**config.mk**
```make
export PLATFORM = sky130hd
export DESIGN_NAME = lcd_bus_receiver
export DESIGN_NICKNAME = d
export VERILOG_FILES = /design/src/rtl/lcd_bus_receiver.sv
export SDC_FILE = /design/constraint.sdc
export NUM_CORES = 1
export LEC_CHECK = 0
export CAP_MARGIN = 20
export CORE_ASPECT_RATIO = 0.9
export CORE_UTILIZATION = 45
export DETAILED_ROUTE_END_ITERATION = 6
export GPL_TIMING_DRIVEN = 0
export SETUP_SLACK_MARGIN = 0.02
export SYNTH_ARGS = -nofsm -noshare
export SYNTH_HDL_FRONTEND = slang
export SYNTH_SLANG_ARGS = --single-unit
```
**constraint.sdc**
```tcl
create_clock -name clk -period 6 [get_ports clk]
set_clock_uncertainty 0.05 [all_clocks]
set_input_delay 0.6 -clock clk [delete_from_list [all_inputs] [get_ports clk]]
set_output_delay 0.6 -clock clk [all_outputs]
set_load 0.05 [all_outputs]
```
**src/rtl/lcd_bus_receiver.sv**
```systemverilog
// Receiver for an 8080-style LCD write bus: synchronizes the asynchronous
// strobe/data lines, decodes window-setup commands (CASET/PASET), and
// converts RAMWR byte pairs into RGB pixels with window-wrapping coordinates.
module lcd_bus_receiver #(
  parameter int H_MAX = 320,
  parameter int V_MAX = 240
) (
  input  logic       clk,
  input  logic       reset,
  input  logic [7:0] lcd_db,
  input  logic       lcd_wr,
  input  logic       lcd_d_c,
  input  logic       lcd_reset,
  output logic       pix_valid,
  output logic [8:0] pix_x,
  output logic [8:0] pix_y,
  output logic [3:0] pix_r,
  output logic [3:0] pix_g,
  output logic [3:0] pix_b,
  output logic       cmd_valid,
  output logic [7:0] cmd_code,
  output logic       cfg_err
);

  localparam logic [8:0] X_LAST = 9'(H_MAX - 1);
  localparam logic [8:0] Y_LAST = 9'(V_MAX - 1);

  typedef enum logic [2:0] {
    IDLE,
    CASET,
    PASET,
    RAMWR_HI,
    RAMWR_LO
  } state_t;

  // Clamp a 16-bit panel coordinate to the last legal index.
  function automatic logic [8:0] sat_coord(input logic [15:0] v, input logic [8:0] lim);
    return (v > {7'd0, lim}) ? lim : v[8:0];
  endfunction

  // Synchronizer flops; the strobe idles high so reset parks it there.
  logic [7:0] db_meta, db_sync;
  logic       dc_meta, dc_sync;
  logic       wr_meta, wr_sync, wr_prev;
  logic       nrst_meta, nrst_sync;

  // Registered write event (stage p0) with the byte it carries.
  logic       vld_p0;
  logic [7:0] db_p0;
  logic       dc_p0;

  // Decoder state.
  state_t     state, state_nxt;
  logic [1:0] cnt, cnt_nxt;
  logic [7:0] par_hi, par_hi_nxt;
  logic [8:0] start_tmp, start_tmp_nxt;
  logic [8:0] sc, sc_nxt, ec, ec_nxt, sp, sp_nxt, ep, ep_nxt;
  logic [8:0] cur_x, cur_x_nxt, cur_y, cur_y_nxt;
  logic [7:0] px_hi, px_hi_nxt;

  // Output next values.
  logic       pix_valid_nxt, cmd_valid_nxt, cfg_err_nxt;
  logic [8:0] pix_x_nxt, pix_y_nxt;
  logic [3:0] pix_r_nxt, pix_g_nxt, pix_b_nxt;
  logic [7:0] cmd_code_nxt;

  logic       wr_event;
  logic       soft_rst;
  logic [8:0] par_sat;

  assign wr_event = wr_sync & ~wr_prev;
  assign soft_rst = ~nrst_sync;

  // Data-side synchronizer and event payload capture (no reset needed).
  always_ff @(posedge clk) begin
    db_meta <= lcd_db;
    db_sync <= db_meta;
    dc_meta <= lcd_d_c;
    dc_sync <= dc_meta;
    db_p0   <= db_sync;
    dc_p0   <= dc_sync;
  end

  // Control-side synchronizers, strobe edge detect and event valid (stage p0).
  always_ff @(posedge clk) begin
    if (reset) begin
      wr_meta   <= 1'b1;
      wr_sync   <= 1'b1;
      wr_prev   <= 1'b1;
      nrst_meta <= 1'b1;
      nrst_sync <= 1'b1;
      vld_p0    <= 1'b0;
    end else begin
      wr_meta   <= lcd_wr;
      wr_sync   <= wr_meta;
      wr_prev   <= wr_sync;
      nrst_meta <= lcd_reset;
      nrst_sync <= nrst_meta;
      vld_p0    <= wr_event & nrst_sync;
    end
  end

  // Next-state and output decode for one received byte.
  always_comb begin
    state_nxt     = state;
    cnt_nxt       = cnt;
    par_hi_nxt    = par_hi;
    start_tmp_nxt = start_tmp;
    sc_nxt        = sc;
    ec_nxt        = ec;
    sp_nxt        = sp;
    ep_nxt        = ep;
    cur_x_nxt     = cur_x;
    cur_y_nxt     = cur_y;
    px_hi_nxt     = px_hi;
    pix_valid_nxt = 1'b0;
    cmd_valid_nxt = 1'b0;
    cfg_err_nxt   = 1'b0;
    pix_x_nxt     = pix_x;
    pix_y_nxt     = pix_y;
    pix_r_nxt     = pix_r;
    pix_g_nxt     = pix_g;
    pix_b_nxt     = pix_b;
    cmd_code_nxt  = cmd_code;
    par_sat       = sat_coord({par_hi, db_p0}, (state == CASET) ? X_LAST : Y_LAST);

    if (soft_rst) begin
      // Panel reset: clear decoder and window, leave visible outputs alone.
      state_nxt = IDLE;
      cnt_nxt   = 2'd0;
      sc_nxt    = 9'd0;
      ec_nxt    = X_LAST;
      sp_nxt    = 9'd0;
      ep_nxt    = Y_LAST;
      cur_x_nxt = 9'd0;
      cur_y_nxt = 9'd0;
    end else if (vld_p0) begin
      if (!dc_p0) begin
        // Any command aborts the current transaction, including a lone high byte.
        cmd_valid_nxt = 1'b1;
        cmd_code_nxt  = db_p0;
        cnt_nxt       = 2'd0;
        case (db_p0)
          8'h2A:   state_nxt = CASET;
          8'h2B:   state_nxt = PASET;
          8'h2C: begin
            state_nxt = RAMWR_HI;
            cur_x_nxt = sc;
            cur_y_nxt = sp;
          end
          8'h01: begin
            state_nxt = IDLE;
            sc_nxt    = 9'd0;
            ec_nxt    = X_LAST;
            sp_nxt    = 9'd0;
            ep_nxt    = Y_LAST;
          end
          default: state_nxt = IDLE;
        endcase
      end else begin
        case (state)
          CASET, PASET: begin
            cnt_nxt = cnt + 2'd1;
            case (cnt)
              2'd1:    start_tmp_nxt = par_sat;
              2'd3: begin
                state_nxt = IDLE;
                if (start_tmp > par_sat) begin
                  cfg_err_nxt = 1'b1;
                end else if (state == CASET) begin
                  sc_nxt = start_tmp;
                  ec_nxt = par_sat;
                end else begin
                  sp_nxt = start_tmp;
                  ep_nxt = par_sat;
                end
              end
              default: par_hi_nxt = db_p0;
            endcase
          end
          RAMWR_HI: begin
            px_hi_nxt = db_p0;
            state_nxt = RAMWR_LO;
          end
          RAMWR_LO: begin
            pix_valid_nxt = 1'b1;
            pix_x_nxt     = cur_x;
            pix_y_nxt     = cur_y;
            pix_r_nxt     = px_hi[7:4];
            pix_g_nxt     = {px_hi[2:0], db_p0[7]};
            pix_b_nxt     = db_p0[4:1];
            state_nxt     = RAMWR_HI;
            if (cur_x >= ec) begin
              cur_x_nxt = sc;
              cur_y_nxt = (cur_y >= ep) ? sp : cur_y + 9'd1;
            end else begin
              cur_x_nxt = cur_x + 9'd1;
            end
          end
          default: ;
        endcase
      end
    end
  end

  // Decoder and output registers (stage p1).
  always_ff @(posedge clk) begin
    if (reset) begin
      state     <= IDLE;
      cnt       <= 2'd0;
      par_hi    <= 8'd0;
      start_tmp <= 9'd0;
      sc        <= 9'd0;
      ec        <= X_LAST;
      sp        <= 9'd0;
      ep        <= Y_LAST;
      cur_x     <= 9'd0;
      cur_y     <= 9'd0;
      px_hi     <= 8'd0;
      pix_valid <= 1'b0;
      cmd_valid <= 1'b0;
      cfg_err   <= 1'b0;
      pix_x     <= 9'd0;
      pix_y     <= 9'd0;
      pix_r     <= 4'd0;
      pix_g     <= 4'd0;
      pix_b     <= 4'd0;
      cmd_code  <= 8'd0;
    end else begin
      state     <= state_nxt;
      cnt       <= cnt_nxt;
      par_hi    <= par_hi_nxt;
      start_tmp <= start_tmp_nxt;
      sc        <= sc_nxt;
      ec        <= ec_nxt;
      sp        <= sp_nxt;
      ep        <= ep_nxt;
      cur_x     <= cur_x_nxt;
      cur_y     <= cur_y_nxt;
      px_hi     <= px_hi_nxt;
      pix_valid <= pix_valid_nxt;
      cmd_valid <= cmd_valid_nxt;
      cfg_err   <= cfg_err_nxt;
      pix_x     <= pix_x_nxt;
      pix_y     <= pix_y_nxt;
      pix_r     <= pix_r_nxt;
      pix_g     <= pix_g_nxt;
      pix_b     <= pix_b_nxt;
      cmd_code  <= cmd_code_nxt;
    end
  end

endmodule
```
Word level (Yosys, flattened, before mapping):

Cells that the tools add are included.

* add/subtract/negate cells: 3
* order comparisons: 4
* eq/ne operators: 19
* multiplexer cells: 43
* bitwise gates (word level): 9
* reductions and logical operators: 19

Operators by type and width (number)
* two-way mux 9 bit: 34
* equality test 8 x 6 -> 1 bit, second input constant: 3
* adder 9 x 1 -> 9 bit, second input constant: 2
* >= comparator 9 bit: 2
* greater-than comparator 16 x 9 -> 1 bit: 1
* AND reduction 4 bit: 3
* AND reduction 6 bit: 2
* != test 2 x 1 -> 1 bit, second input constant: 5
* AND reduction 5 bit: 2
* greater-than comparator 9 bit: 1
* case mux 3 bit (3 select lines): 1
* AND reduction 3 bit: 3
* equality test 8 x 1 -> 1 bit, second input constant: 1
* NOT 1 bit: 7
* equality test 3 x 2 -> 1 bit, second input constant: 2
* two-way mux 3 bit: 2
* case mux 2 bit (3 select lines): 1
* OR reduction 2 bit: 3
* OR reduction 6 bit: 1
* two-way mux 2 bit: 2
* != test 2 bit, second input constant: 2
* != test 4 x 1 -> 1 bit, second input constant: 1
* nonzero test 2 bit: 2
* OR reduction 4 bit: 1
* other kinds (10): 13

* register bits after elaboration: 158
* output and inout port bits: 41
* logic and storage cells: 129

Logic depth before layout (Yosys ltp):

* depth after elaboration: 9
* mapped depth: 19
* mapped depth without buffers: 16

Worst setup path before layout:

No wires, ideal clock.

* path type: register to register
* start: reg state[1]
* end: reg sc[4]
* setup time: 0.117 ns
* arrival time: 4.047 ns
* data required time: 5.833 ns
* slack: 1.786 ns
* cell stages (with the launch flop): 19
* buffers on the path: 3
* period minus slack after synthesis: 4.214 ns
* cells stage by stage: dfxtp_1 -> buf_2 -> or3b_1 -> buf_4 -> clkinv_1 -> ha_1 -> nand2_1 -> or3_1 -> o21ai_1 -> nand2_1 -> nor2_1 -> ha_1 -> a211o_1 -> a221oi_4 -> a211oi_4 -> nor4b_4 -> nor2_2 -> buf_6 -> a22o_1

* longest elaborated chain between the ends: 7
* elaborated cells between the ends (all ways): 11

Ends and longest elaborated chain
* start, declared: line 53 `state_t state, state_nxt;`
* start signal, assigned: line 230 `state <= state_nxt;`
* equality test 3 x 1 -> 1 bit: line 125, 161, 170
* two-way mux 9 bit: line 125 `par_sat = sat_coord({par_hi, db_p0}, (state == CASET) ? X_LAST : Y_LAST);`
* greater-than comparator 16 x 9 -> 1 bit: line 38 `return (v > {7'd0, lim}) ? lim : v[8:0];`
* two-way mux 9 bit: line 38
* greater-than comparator 9 bit: line 168 `if (start_tmp > par_sat) begin`
* != test 2 bit (no line)
* AND reduction 6 bit (no line) (*)
* end signal, assigned: line 234 `sc <= sc_nxt;`
* end, declared: line 57 `logic [8:0] sc, sc_nxt, ec, ec_nxt, sp, sp_nxt, ep, ep_nxt;`

Every way passes the cells marked *; elsewhere a longest branch is shown, timed or not.
A chain may end at the register's enable or synchronous reset.

Worst setup path in the final report:

* start: reg state[1]
* end: reg sp[5]

* longest elaborated chain between the ends: 7
* elaborated cells between the ends (all ways): 11

Ends and longest elaborated chain
* equality test 3 x 1 -> 1 bit: line 125, 161, 170
* two-way mux 9 bit: line 125
* greater-than comparator 16 x 9 -> 1 bit: line 38
* two-way mux 9 bit: line 38
* greater-than comparator 9 bit: line 168
* != test 2 bit (no line)
* AND reduction 6 bit (no line) (*)
* end signal, assigned: line 236 `sp <= sp_nxt;`
* end, declared: line 57

Marks and branches as above.

==> results.sh <==
export IMPL_synth_warnings=0
export IMPL_synthToLayoutAreaGrowth_pct=20.28
export IMPL_synthArstFlopShare_pct=0
export IMPL_synth_edff_count=0
export IMPL_grt_max_degree=17
export IMPL_gr_total_overflow=0
export IMPL_critPathMaxStageDelay_ns=0.43
export IMPL_core_area_mm2=0.01416
export IMPL_combPwrFrac_pct=3.5
export IMPL_hold_ws_ns=0.2768
export IMPL_crit_chain="buf_2 > or3b_1 > buf_4 > clkinv_1 > ha_1 > nand2_1 > or3_1 > o21ai_1 > nand2_1 > nor2_1 > ha_1 > a211o_1 > a221oi_4 > a211oi_4 > nor4b_4 > nor2_2 > buf_6 > a22o_1"
export IMPL_crit_path_end_kind="register"
export IMPL_drc_errors=0
export IMPL_setup_tns_final_ns=0
export IMPL_final_cell_mix="dfxtp_1, nand2_1, nor2_1, a21oi_1, clkdlybuf4s50_1"
export IMPL_seqPwrFrac_pct=49.3
export IMPL_die_x_um=129.4
export IMPL_dp_final_hpwl_um=12120
export IMPL_design_area_mm2=0.007904
export IMPL_numCtsBuffers=17
export IMPL_powerDensity_mw_per_mm2=272.1
export IMPL_syn_avg_cell_area_um2=9.361
export IMPL_critPathRequiredTime_ns=6.27
export IMPL_swShare_pct=24.07
export IMPL_totalWireLength_um=16360
export IMPL_cts_hold_buf=0
export IMPL_synth_compound_area_share_pct=16.15
export IMPL_clkSinkCount=157
export IMPL_tightest_slew_ns=0.7217
export IMPL_placedInstanceArea_mm2=0.007343
export IMPL_fill_cells=1341
export IMPL_synth_xor_area_share_pct=0.5331
export IMPL_antennaDiodeCount=0
export IMPL_portBuffers=53
export IMPL_rows=41
export IMPL_cts_max_level=4
export IMPL_hold_path_class="reg -> reg"
export IMPL_area_sequential_mm2=0.003143
export IMPL_wl_per_cell_um=16.70
export IMPL_drive_gt1_share_pct=9.149
export IMPL_syn_area_mm2=0.006571
export IMPL_vias=5261
export IMPL_drtIter0Drc=353
export IMPL_slew_violations=0
export IMPL_cts_resized=0
export IMPL_synth_simple_area_share_pct=19.33
export IMPL_grt_usage_pct=23.31
export IMPL_grt_setup_unrepaired="false"
export IMPL_slew_limit_headroom_pct=51.89
export IMPL_synth_top_family_by_area="simple AND/OR/NAND/NOR gates"
export IMPL_multi_input_area_mm2=0.003115
export IMPL_vdd_ir_drop_worst_v=0.0002295
export IMPL_grt_pass1_wl_um=26020
export IMPL_die_area_mm2=0.01509
export IMPL_synthMuxAreaShare_pct=4.741
export IMPL_clockRootBuffer="clkbuf_16"
export IMPL_clk_pin_slew_worst_paths_ns=0.06
export IMPL_ys_ff_latch=157
export IMPL_hold_violations=0
export IMPL_start_util_pct=46.41
export IMPL_post_cts_buffers=0
export IMPL_ys_seq_area_share_pct=47.83
export IMPL_fin_nets=822
export IMPL_cts_tree="done"
export IMPL_cp_max_fo=10
export IMPL_clk_latency_ns=0.43
export IMPL_cp_data_arrival_time_ns=5.32
export IMPL_yosys_area_share_adder_pct=6.664
export IMPL_synth_cell_types=64
export IMPL_crit_type="reg -> reg"
export IMPL_timing_final_crit_share_pct=84.16
export IMPL_cap_violations=0
export IMPL_ant_nets=0
export IMPL_setup_viol=0
export IMPL_critPathLaunchType="register"
export IMPL_p_int_uw=1633
export IMPL_status="completed"
export IMPL_syn_instance_count=702
export IMPL_p_switching_uw=517.8
export IMPL_synth_ff_type="dfxtp_1"
export IMPL_max_freq_mhz=198.0
export IMPL_first_pass_iters=4
export IMPL_crit_slowest_cell="ha_1"
export IMPL_p_leak_uw=0.003060
export IMPL_final_common_cell="dfxtp_1"
export IMPL_clkPwrFrac_pct=47.1
export IMPL_post_route_util_pct=55.82
export IMPL_io_pin_count=54
export IMPL_grt_pass1_vias=5040
export IMPL_layout_min_cycle_time_ns=5.050
export IMPL_reg2reg_slack_ns=0.95
export IMPL_dieHeight_um=116.6
export IMPL_place_gp_congestion=0.9064
export IMPL_syn_nets=750
export IMPL_cts_path_max_buffers=2
export IMPL_post_drt_via_cell_ratio=5.368
export IMPL_antenna_found_initial=0
Yosys cell counts (10+ instances only):
library cell  number  area [um2]
dfxtp_1          157        3143
nand2_1           97       364.1
nor2_1            59       221.5
a21oi_1           56       280.3
ha_1              35       437.9
mux2i_1           30       300.3
inv_1             26       97.59
a22o_1            22       192.7
clkbuf_1          20       75.07
nand3_1           18       90.09
buf_2             13       65.06
nor3_1            13       65.06
o21ai_0           13       65.06
o21ai_1           10       50.05
path summary, 6_finish.rpt:
check | to | startpoint | depth (start not counted)
max | sp[5]$_SDFFE_PP0P_ | state[1]$_SDFFE_PP0P_ | 18
min | dc_p0$_DFF_P_ | dc_sync$_DFF_P_ | 0
max reg2reg | sp[5]$_SDFFE_PP0P_ | state[1]$_SDFFE_PP0P_ | 18
min reg2reg | dc_p0$_DFF_P_ | dc_sync$_DFF_P_ | 0
worst max-delay path, delay by kind of cell, from the launching register on:
| kind | cells | cell delay [ns] |
|---|---|---|
| flops | 1 | 0.31 |
| buf+inv | 4 | 0.77 |
| compound gates | 5 | 1.23 |
| fa+ha+maj | 2 | 0.75 |
| simple gates | 7 | 1.82 |
layout make-up:
class	count	area share, %
inverter	27	1.282
tap	193	3.055
clock buffer	18	5.556
buffer	40	2.675
multi-input combinational	478	39.42
timing repair buffer	53	6.712
clock inverter	14	1.536
sequential	157	39.77
per-stage QoR:
stage	std cells	setup WS (ns)	total power (uW)
2_1_floorplan	702	1.786	1127
3_3_place_gp	948	1.087	1158
3_5_place_dp	948	1.030	1161
4_1_cts	980	0.9937	2174
5_1_grt	980	0.6049	2228
6_report	980	0.9503	2151
routing by layer:
metal,global-route usage [%],wire (um),up-vias
li1,-,-,2618
met1,30.18,7716,2502
met2,37.56,7622,119
met3,6.001,755,22
met4,8.549,269,0
met5,0,0,-
power by group through the flow:
stage               Clock (uW)  Sequential (uW)  Combinational, uW
global route              1080             1060               82.3
CTS                       1040             1060               76.7
global placement             0             1080               74.7
finish                    1010             1060               76.3
floorplan                    0             1080               45.6
detailed placement           0             1080               76.3
flip-flops by register name, indices dropped and copies added (netlist names), 2 cells and up:
register,flops
pix_x,9
db_meta,8
cur_x,9
ep,9
pix_b,4
pix_y,9
cnt,2
pix_g,4
ec,9
state,3
db_p0,8
sc,9
cmd_code,8
db_sync,8
cur_y,9
pix_r,4
px_hi,7
par_hi,8
start_tmp,9
sp,9
cells by family (layout without fill, tap and decap cells):
family / count (synthesis) / after routing
and+or+nand+nor: 249 / 249
AOI/OAI and AO/OA: 159 / 159
DFF: 157 / 157
buffers and inverters: 67 / 152
adders and majority gates: 35 / 35
muxes: 31 / 31
xor gates and xnor gates: 4 / 4
No activity file was read; power rests on OpenSTA's default activity.
